`src/rtl/ab_code_solver.sv`:
```
// Bulls-and-cows code breaker: proposes 4-digit BCD guesses with distinct digits and
// narrows the search using stored (guess, A, B) feedback, one history entry per cycle.
module ab_code_solver #(
  parameter int unsigned MAX_HIST = 8
) (
  input  logic        clk,
  input  logic        rst,
  input  logic        start,
  input  logic        fb_valid,
  input  logic [2:0]  fb_a,
  input  logic [2:0]  fb_b,
  output logic        guess_valid,
  output logic [15:0] guess,
  output logic        busy,
  output logic        solved,
  output logic        fail,
  output logic [3:0]  guess_cnt
);

  localparam int unsigned Depth = 16;

  typedef enum logic [2:0] {
    StIdle,
    StSearch,
    StPropose,
    StDone,
    StFail
  } state_e;

  state_e      state_q;
  logic [15:0] cand_q;
  logic [3:0]  idx_q;
  logic [3:0]  hist_cnt_q;
  logic [15:0] hist_g_q [Depth];
  logic [2:0]  hist_a_q [Depth];
  logic [2:0]  hist_b_q [Depth];

  logic        cand_rep;
  logic [2:0]  score_a;
  logic [2:0]  score_common;
  logic [2:0]  score_b;
  logic        score_match;
  logic [15:0] sel_g;
  logic [15:0] cand_next;
  logic        cand_carry;
  logic        cand_last;
  logic [3:0]  fb_sum;
  logic        fb_win;
  logic        fb_illegal;

  function automatic logic [16:0] bcd_inc(input logic [15:0] v);
    logic [16:0] r;
    logic        c;
    logic [3:0]  d;
    r = '0;
    c = 1'b1;
    for (int i = 0; i < 4; i++) begin
      d = v[4*i +: 4];
      if (c) begin
        if (d == 4'd9) begin
          r[4*i +: 4] = 4'd0;
        end else begin
          r[4*i +: 4] = d + 4'd1;
          c = 1'b0;
        end
      end else begin
        r[4*i +: 4] = d;
      end
    end
    r[16] = c;
    return r;
  endfunction

  always_comb begin
    cand_rep = 1'b0;
    for (int i = 0; i < 4; i++) begin
      for (int j = i + 1; j < 4; j++) begin
        if (cand_q[4*i +: 4] == cand_q[4*j +: 4]) cand_rep = 1'b1;
      end
    end
  end

  // Both codes have distinct digits, so pairwise matches count the common digits exactly.
  always_comb begin
    sel_g        = hist_g_q[idx_q];
    score_a      = '0;
    score_common = '0;
    for (int i = 0; i < 4; i++) begin
      if (cand_q[4*i +: 4] == sel_g[4*i +: 4]) score_a = score_a + 3'd1;
      for (int j = 0; j < 4; j++) begin
        if (cand_q[4*i +: 4] == sel_g[4*j +: 4]) score_common = score_common + 3'd1;
      end
    end
    score_b     = score_common - score_a;
    score_match = (score_a == hist_a_q[idx_q]) && (score_b == hist_b_q[idx_q]);
  end

  always_comb begin
    {cand_carry, cand_next} = bcd_inc(cand_q);
    cand_last = (cand_q == 16'h9876) || cand_carry;
  end

  always_comb begin
    fb_sum     = {1'b0, fb_a} + {1'b0, fb_b};
    fb_win     = (fb_a == 3'd4) && (fb_b == 3'd0);
    fb_illegal = (fb_a > 3'd4) || (fb_b > 3'd4) || (fb_sum > 4'd4) ||
                 ((fb_a == 3'd4) && (fb_b != 3'd0)) ||
                 ((fb_a == 3'd3) && (fb_b == 3'd1));
  end

  always_ff @(posedge clk or posedge rst) begin
    if (rst) begin
      state_q    <= StIdle;
      cand_q     <= '0;
      idx_q      <= '0;
      hist_cnt_q <= '0;
      guess      <= '0;
      guess_cnt  <= '0;
      for (int i = 0; i < Depth; i++) begin
        hist_g_q[i] <= '0;
        hist_a_q[i] <= '0;
        hist_b_q[i] <= '0;
      end
    end else if (start) begin
      state_q    <= StSearch;
      cand_q     <= 16'h0123;
      idx_q      <= '0;
      hist_cnt_q <= '0;
      guess_cnt  <= '0;
    end else begin
      unique case (state_q)
        StSearch: begin
          if (cand_rep || ((idx_q < hist_cnt_q) && !score_match)) begin
            idx_q <= '0;
            if (cand_last) begin
              state_q <= StFail;
            end else begin
              cand_q <= cand_next;
            end
          end else if (idx_q < hist_cnt_q) begin
            idx_q <= idx_q + 4'd1;
          end else begin
            guess     <= cand_q;
            guess_cnt <= guess_cnt + 4'd1;
            state_q   <= StPropose;
          end
        end
        StPropose: begin
          if (fb_valid) begin
            if (fb_win) begin
              state_q <= StDone;
            end else if (fb_illegal || (hist_cnt_q == 4'(MAX_HIST))) begin
              state_q <= StFail;
            end else begin
              hist_g_q[hist_cnt_q] <= guess;
              hist_a_q[hist_cnt_q] <= fb_a;
              hist_b_q[hist_cnt_q] <= fb_b;
              hist_cnt_q           <= hist_cnt_q + 4'd1;
              idx_q                <= '0;
              if (cand_last) begin
                state_q <= StFail;
              end else begin
                cand_q  <= cand_next;
                state_q <= StSearch;
              end
            end
          end
        end
        StIdle, StDone, StFail: begin
          state_q <= state_q;
        end
        default: state_q <= StIdle;
      endcase
    end
  end

  assign guess_valid = (state_q == StPropose);
  assign busy        = (state_q == StSearch) || (state_q == StPropose);
  assign solved      = (state_q == StDone);
  assign fail        = (state_q == StFail);

endmodule

```
`config.mk`:
```
export PLATFORM = sky130hd
export DESIGN_NAME = ab_code_solver
export DESIGN_NICKNAME = d
export VERILOG_FILES = /design/src/rtl/ab_code_solver.sv
export SDC_FILE = /design/constraint.sdc
export NUM_CORES = 1
export LEC_CHECK = 0
export CORE_MARGIN = 5
export CORE_UTILIZATION = 50
export DETAILED_ROUTE_END_ITERATION = 12
export PLACE_DENSITY = 0.7
export SYNTH_ARGS = -nofsm -noshare
export SYNTH_HDL_FRONTEND = slang
export SYNTH_SLANG_ARGS = --single-unit
```
`constraint.sdc`:
```
create_clock -name clk -period 22.1 [get_ports clk]
set_input_delay 2.21 -clock clk [delete_from_list [all_inputs] [get_ports clk]]
set_output_delay 2.21 -clock clk [all_outputs]
set_load 0.1 [all_outputs]
```
# Yosys cells after proc, flatten, opt, wreduce, memory -nomap -nowiden
# Cells that the tools add are included.
# word_totals
reg_bits	399
latch_bits	0
ramBits	0
rom_bits	0
memories	0
# op_classes
add_sub_neg	26
n_mul	0
div_mod_pow	0
order_cmp	7
n_eq_ne	49
shifts	0
n_mux	87
bitwise_logic	7
reduce_logical	30
# ops
cell	count
$bwmux W256	1
$mux W16	9
$bwmux W48	2
$mux W3	31
$eq A4 B4 Y1	22
$mux W4	22
$bmux W16 S4	1
$demux W16 S4	1
$add A3 B1 Y3 const B	17
$pmux W16 S2	1
$add A4 B1 Y4 const B	7
$bmux W3 S4	2
$eq A4 B4 Y1 const B	5
$eq A16 B16 Y1 const B	1
$reduce_and A5 Y1	3
$mux W1	14
$demux W3 S4	1
$ne A3 B3 Y1 const B	4
$ne A4 B4 Y1 const B	3
$reduce_and A4 Y1	3
$ge A5 B5 Y1 const B	2
$ne A2 B2 Y1 const B	5
$not A4 Y5	2
$eq A3 B2 Y1 const B	3
20 further kinds	44

# Longest topological paths before layout
# Gate-level depths: netlist (run 1).
# logic_depth
word_depth	45
depth_mapped	56

# Worst setup path after synthesis (run 1)
# Ideal clock, no wire load.
# synth_path
path_kind	reg-to-reg
startpoint	register idx_q[0]
endpoint	register cand_q[11]
setup_time_ps	111
arrival_ps	11618
required_ps	21989
slack_ps	10371
stages_incl_launch_ff	55
n_path_buf	3
period_less_slack_ps	11729
path_cell_list	dfrtp_1 > buf_2 > buf_6 > buf_2 > mux2i_1 > o221ai_1 > o22ai_1 > xor2_1 > and4_1 > ha_1 > xnor2_1 > inv_1 > ha_1 > mux2_2 > ha_1 > inv_1 > a21boi_0 > ha_1 > (+19 left out) > ha_1 > mux2_2 > ha_1 > o21ai_0 > nor2_1 > ha_1 > nand2_1 > o31ai_1 > fa_1 > xor2_1 > xnor3_1 > xnor3_1 > xnor3_2 > o211ai_4 > nand2_2 > nand2_2 > o31ai_1 > a2111oi_2
# synth_between
elab_chain_len	44
word_cells_on_any_way	72
classes_between	18 x add/sub; 1 x order compare; 19 x eq/ne; 28 x mux; 1 x bitwise; 5 x reduce/logical
# synth_rtl
item	line	text
start: declaration	32	logic [3:0] idx_q;
start signal: assignment	141	idx_q <= idx_q + 4'd1;
$not A4 Y5 (implied by the code)	85, 95	
$bmux W16 S4	85	sel_g = hist_g_q[idx_q];
$mux W16 (implied by the code) (2 in a row)	85	
$eq A4 B4 Y1	89, 91	
$mux W1	89, 91	
$add A3 B1 Y3	89, 91	
$mux W3	91	if (cand_q[4*i +: 4] == sel_g[4*j +: 4]) score_common = score_common + 3'd1;
$add A3 B1 Y3	91	
(+27 left out)	-	
$sub A3 B3 Y3	94	score_b = score_common - score_a;
$eq A3 B3 Y1	95	score_match = (score_a == hist_a_q[idx_q]) && (score_b == hist_b_q[idx_q]);
$logic_and A1 B1 Y1	95	
$logic_not A1 Y1	133	if (cand_rep || ((idx_q < hist_cnt_q) && !score_match)) begin
$logic_and A1 B1 Y1 (*)	133	
$logic_or A1 B1 Y1 (*)	133	
$ne A3 B3 Y1 (no source line) (*)	-	
$reduce_and A5 Y1 (no source line) (*)	-	
end signal: assignment	138	cand_q <= cand_next;
end signal: assignment	163	cand_q <= cand_next;
end: declaration	31	logic [15:0] cand_q;
# Mark *: on every way between the ends. The rest lies on a longest branch, timed or not. The select of a mux whose other input is x is not followed.
# A chain may end at the register's enable or synchronous reset.

# Final worst setup path (run 1)
# Ends and elaborated chain as after synthesis.

==> results.py, run 1 <==
metrics = {
    "outcome": {
        "outcome": "complete, no violations",
    },
    "pwr": {
        "p_per_area_nw_per_um2": 95.99,
        "vdd_drop_max_uv": 134.5,
        "p_leak_nw": 10.85,
    },
    "clocking": {
        "htreeDepth": 2,
        "clock_latency_ns": 0.57,
        "clockBufferDepth": 3,
        "cts_tree": "done",
        "clk_pin_slew_ns": 0.06,
        "cts_resized": 0,
        "post_cts_buffers": 0,
        "clock-sinks": 399,
        "cts_buffers": 43,
        "hold_buffers": 0,
        "cts_root_buf": "clkbuf_16",
    },
    "grt": {
        "grt_pass1_vias": 14530,
        "grt_usage_pct": 23.98,
        "grt_overflow": 0,
        "grt_pass1_wl_um": 88470,
        "antenna_found_initial": 1,
        "grt_max_degree": 111,
    },
    "sta": {
        "slew_viol_final": 0,
        "fmax_ghz": 0.07144,
        "hold_viol_final": 0,
        "rsz0062_at_grt": "no",
        "relSlewSlack_pct": 22.35,
        "setup_viol": 0,
        "fin_skew_ns": 0.02286,
        "tns_ns": 0,
        "fin_crit_ns": 14.00,
        "period_share_pct": 63.34,
        "tightest_slew_ns": 1.158,
    },
    "critical_path": {
        "crit_top_cell": "ha_1",
        "cp-end-kind": "register",
        "cp.arrival_ns": 14.46,
        "critPathMaxFanout": 43,
        "critPathMaxStageDelay_ns": 1.05,
        "cp.required_ns": 22.56,
        "start_kind": "register",
        "crit_type": "register to register",
        "critPathSlowestCell": "dfrtp_4",
    },
    "yosys": {
        "syn-num-nets": 1798,
        "ys.flop_type": "dfrtp_1",
        "ys_warn_count": 0,
        "synth_common_cells": "dfrtp_1 (399), mux2_2 (346), clkbuf_1 (98)",
        "ys_ff_latch": 399,
        "synthTopCellsByArea": "dfrtp_1 (46%), mux2_2 (18%), mux4_2 (7.4%), mux2i_1 (3.1%), xnor2_1 (2.6%)",
        "synth-edff-count": 0,
        "synth_top_area_share_pct": 46.14,
        "synthesis.area_um2": 21640,
        "synthArstFlopShare_pct": 100.0,
        "ys_types": 89,
        "synth_cells": 1753,
        "synth_seq_area_share_pct": 46.14,
        "syn_area_per_cell_um2": 12.34,
        "yosysTopAreaCell": "dfrtp_1",
        "yosys.cell_count.top_type": "dfrtp_1",
    },
    "floorplanning": {
        "std_cell_rows": 76,
        "initial_core_util_pct": 50.35,
        "die_w_um": 218.0,
        "ioPinCount": 34,
        "core_um2": 42980,
        "die_h_um": 218.0,
        "die_area_um2": 47540,
    },
    "detailed_routing": {
        "drt_wl_total_um": 56430,
        "drtAntennaViolNets": 0,
        "wl_per_cell_um": 24.25,
        "vias": 14280,
        "met3_length_um": 3292,
        "drc_errors": 0,
        "via_per_inst": 6.137,
        "highest_layer": "met4",
        "wl_met2_um": 25710,
        "drt-initial-drc-count": 1322,
        "met1_length_um": 25290,
        "first_pass_iters": 9,
    },
    "finish": {
        "multiInputGateArea_um2": 10870,
        "finish.utilization_pct": 55.31,
        "fin_nets": 1758,
        "ff_latch_area_um2": 9993,
        "drive_gt1_share_pct": 32.15,
        "fillCellCount": 3555,
        "final_area_um2": 23770,
        "antenna_cells": 0,
        "syn2layout_area_growth_pct": 9.846,
    },
    "placed_design": {
        "place_area_um2": 22380,
        "place_congestion": 0.9499,
        "portBuffers": 33,
        "dp_hpwl_um": 35440,
    },
    "worst_hold_path": {
        "hold_path_class": "register to register",
    },
    "job": {
        "max-cap-violations": 0,
    },
}
-- area by class of cell --
class | instances | area share [%]
multi-input combinational | 1155 | 45.72
sequential | 399 | 42.04
clock buffer | 66 | 5.437
tap | 585 | 3.079
timing repair buffer | 70 | 2.558
inverter | 44 | 0.7264
clock inverter | 8 | 0.4369
-- per-stage QoR --
step           hold WS, ns  std cells  worst slack (ns)  power, mW
5_1_grt             0.3902       2327             7.298      2.387
6_report            0.3727       2327             8.102      2.282
4_1_cts             0.3767       2327             8.181      2.295
2_1_floorplan       0.4246       1753             8.794      1.431
3_3_place_gp        0.3609       2253             8.522      1.564
3_5_place_dp        0.3632       2253             8.217      1.573
-- kinds of logic after synthesis --
family	share of synthesized area [%]
multiplexers	28.65
AND/OR/NAND/NOR	8.083
flip-flops	46.14
AO/OA/AOI/OAI	6.129
buffers and inverters	3.908
adder cells (fa/ha/maj)	2.093
XOR/XNOR	4.995
-- power breakdown --
group / internal [mW] / switching [mW]
clock network: 0.424 / 0.290
registers: 0.744 / 0.0568
logic: 0.362 / 0.405
total: 1.53 / 0.752
-- critical path, delay by kind of cell, from the launching register on --
family	cells	cell delay, ns
buffers and inverters	4	1.02
xor gates and xnor gates	6	1.81
and+or+nand+nor	12	1.39
AOI/OAI and AO/OA	11	2.21
DFF	1	1.05
muxes	6	1.96
adders and majority gates	15	4.36
-- cell usage in the layout (no fill, tap or decap), types with 8 or more instances in the layout --
| master | count |
|---|---|
| o22ai_1 | 17 |
| mux2_2 | 346 |
| nor3_1 | 28 |
| o221ai_1 | 18 |
| a21oi_1 | 20 |
| nand2_1 | 86 |
| o22a_1 | 8 |
| mux2i_1 | 68 |
| and2_1 | 11 |
| nor4_1 | 13 |
| xor2_1 | 41 |
| nor2b_1 | 21 |
| clkdlybuf4s50_1 | 33 |
| clkbuf_8 | 13 |
| nand2b_1 | 8 |
| ha_1 | 33 |
| o21ai_0 | 19 |
| clkbuf_1 | 10 |
| nor2_1 | 76 |
| nand3_1 | 29 |
| mux4_2 | 71 |
| clkbuf_16 | 43 |
| and3_1 | 13 |
| nand4_1 | 11 |
| inv_1 | 37 |
| nor2_2 | 11 |
| dfrtp_1 | 396 |
| buf_4 | 37 |
| xnor2_1 | 64 |
| a41oi_1 | 8 |
| or3_1 | 9 |
| a31oi_1 | 8 |
-- final timing paths --
path,depth (start not counted),end,from,slack (ns)
worst max register to register,54,cand_q[11]$_DFFE_PP0P_,idx_q[0]$_DFFE_PP0P_,8.10
max in group asynchronous,4,hist_a_q[33]$_DFFE_PP0P_,rst,17.60
min in group asynchronous,2,hist_g_q[64]$_DFFE_PP0P_,rst,2.20
worst max-delay path,54,cand_q[11]$_DFFE_PP0P_,idx_q[0]$_DFFE_PP0P_,8.10
worst min-delay path,0,hist_b_q[21]$_DFFE_PP0P_,hist_b_q[21]$_DFFE_PP0P_,0.37
worst min register to register,0,hist_b_q[21]$_DFFE_PP0P_,hist_b_q[21]$_DFFE_PP0P_,0.37
-- registers in the layout, summed over array words and instances, names as in the netlist --
signal      count
cand_q         16
guess_cnt       4
hist_g_q      256
guess          16
state_q         3
hist_a_q       48
hist_b_q       48
idx_q           4
hist_cnt_q      4
-- metal layers --
layer  track usage, %  vias to the layer above
met5                0                        -
met4            8.499                        0
met1            35.06                     7390
li1                 -                     6278
met2            37.16                      502
met3            3.151                      110
(Power assumes the default switching activity.)
==> run 2, diff against run 1 <==
- clock period: 22.1 -> 14 ns (I/O delays scaled with it)
==> run 2 against run 1 <==
Highest routed layer unchanged. Final cell count rose by 0.64%. Hold slack gained 0.00073 ns. Global-route usage hardly changed. Critical path type unchanged.
==> results.py, run 2 (synthesized netlist as in run 1, its figures left out) <==
metrics = {
    "sta": {
        "slew_viol_final": 0,
        "setup_viol": 0,
        "fin_skew_ns": 0.01814,
        "finalWorstSetupSlack_ns": 0.8862,
        "tns_ns": 0,
        "fin_crit_ns": 13.11,
        "relSlewSlack_pct": 17.39,
        "hold_viol_final": 0,
        "fmax_ghz": 0.07626,
        "tightest_slew_ns": 1.232,
        "rsz0062_at_grt": "no",
        "period_share_pct": 93.67,
    },
    "clocking": {
        "clk_pin_slew_ns": 0.06,
        "hold_buffers": 0,
        "cts_root_buf": "clkbuf_16",
        "cts_resized": 0,
        "htreeDepth": 2,
        "cts_tree": "done",
        "clock-sinks": 399,
        "clock_latency_ns": 0.57,
        "post_cts_buffers": 0,
        "cts_buffers": 44,
        "clockBufferDepth": 3,
    },
    "finish": {
        "ff_latch_area_um2": 9993,
        "fillCellCount": 3581,
        "fin_nets": 1769,
        "mostFrequentLayoutCell": "dfrtp_1",
        "mostFrequentLayoutCells": "dfrtp_1 (396), mux2_2 (346), nand2_1 (86)",
        "top_register": "hist_g_q",
        "syn2layout_area_growth_pct": 10.63,
        "multiInputGateArea_um2": 10870,
        "final_area_um2": 23940,
        "antenna_cells": 0,
        "fin_cells": 2342,
        "largest_reg_flops": 256,
        "reg_top3": "hist_g_q (256), hist_a_q (48), hist_b_q (48)",
        "drive_gt1_share_pct": 32.90,
    },
    "critical_path": {
        "cp-end-kind": "register",
        "crit-reg2reg-launch": "idx_q[1]$_DFFE_PP0P_",
        "cp.required_ns": 14.46,
        "reg2reg_depth": 53,
        "r2r_slack_ns": 0.89,
        "r2r-end": "cand_q[11]$_DFFE_PP0P_",
        "critPathSlowestCell": "or2_1",
        "critPathMaxStageDelay_ns": 0.88,
        "start_kind": "register",
        "crit_type": "register to register",
        "crit_top_cell": "ha_1",
        "cp.arrival_ns": 13.57,
        "critPathMaxFanout": 30,
    },
    "floorplanning": {
        "std_cell_rows": 76,
        "ioPinCount": 34,
        "initial_core_util_pct": 50.35,
        "die_w_um": 218.0,
        "core_um2": 42980,
        "die_area_um2": 47540,
        "die_h_um": 218.0,
    },
    "placed_design": {
        "placed_cells": 2263,
        "place_ws_ns": 0.9770,
        "dp_hpwl_um": 37420,
        "place_congestion": 0.9614,
        "portBuffers": 33,
        "place_area_um2": 22450,
    },
    "grt": {
        "met3_usage_pct": 3.915,
        "grt_max_degree": 118,
        "grt_pass1_wl_um": 88690,
        "met1_usage_pct": 34.19,
        "grt_use_met2_pct": 38.45,
        "busiest_layer": "met2",
        "antenna_found_initial": 0,
        "grt_pass1_vias": 14660,
        "grt_usage_pct": 24.02,
        "grt_overflow": 0,
    },
    "outcome": {
        "outcome": "complete, no violations",
    },
    "detailed_routing": {
        "wl_per_cell_um": 24.12,
        "drt-initial-drc-count": 1322,
        "vias": 14260,
        "drt_wl_total_um": 56490,
        "via_per_inst": 6.089,
        "drc_errors": 0,
        "first_pass_iters": 5,
        "drtAntennaViolNets": 0,
    },
    "pwr": {
        "vdd_drop_max_uv": 260.3,
        "total_power_mw": 3.634,
        "p_per_area_nw_per_um2": 151.8,
        "p_leak_nw": 10.97,
    },
    "worst_hold_path": {
        "hold_start": "hist_g_q[116]$_DFFE_PP0P_",
        "hold_path_class": "register to register",
        "min_to": "hist_g_q[116]$_DFFE_PP0P_",
        "hold-path-cell-count": 0,
    },
    "job": {
        "max-cap-violations": 0,
    },
}
-- run 2: changes by cell type in the layout (fill, tap and decap cells not counted), sizes merged --
cell / previous run / this run
inv: 40 / 39
buf: 37 / 47
clkinv: 6 / 15
clkinvlp: 4 / 1
-- run 2: worst max-delay path by stage --
stage                               from                endpoint  slack (ns)  depth (start not counted)
floorplan                            rst   cand_q[0]$_DFFE_PP0P_        1.50                          1
global placement    idx_q[1]$_DFFE_PP0P_  cand_q[11]$_DFFE_PP0P_        1.22                         53
detailed placement  idx_q[0]$_DFFE_PP0P_  cand_q[11]$_DFFE_PP0P_        0.98                         52
CTS                 idx_q[0]$_DFFE_PP0P_  cand_q[11]$_DFFE_PP0P_        0.90                         52
global route        idx_q[0]$_DFFE_PP0P_  cand_q[11]$_DFFE_PP0P_        0.06                         52
finish              idx_q[1]$_DFFE_PP0P_  cand_q[11]$_DFFE_PP0P_        0.89                         53
-- run 2: worst max-delay path: cells and delay by family, from the launching register on --
family                     cells  cell delay, ns
DFF                            1            0.74
muxes                          5            1.40
AOI/OAI and AO/OA             12            2.34
adders and majority gates     15            4.33
xor gates and xnor gates       6            1.82
and+or+nand+nor               12            2.10
buffers and inverters          3            0.24
-- run 2: metal layers --
layer | vias up | share of wire [%]
li1 | 6309 | -
met3 | 104 | 6.1
met5 | - | 0
met2 | 497 | 47
met4 | 0 | 3.0
met1 | 7351 | 44
-- run 2: metrics by stage --
stage	hold slack [ns]	utilization, %
CTS	0.3767	55.70
floorplan	0.4246	-
finish	0.3735	55.70
global placement	0.3604	52.23
detailed placement	0.3635	52.23
global route	0.3843	55.70
-- run 2: where the power goes --
group | switching, mW | internal (mW)
Sequential | 0.0706 | 1.18
Clock | 0.469 | 0.706
Combinational | 0.642 | 0.571
Total | 1.18 | 2.45
-- run 2: cell type report --
class                   count  share of cell area, %
clock inverters            13                 0.5696
inverters                  44                 0.7212
repair buffers             80                  2.853
multi-input cells        1155                  45.39
clock buffers              66                  5.665
flip-flops and latches    399                  41.74
well taps                 585                  3.057
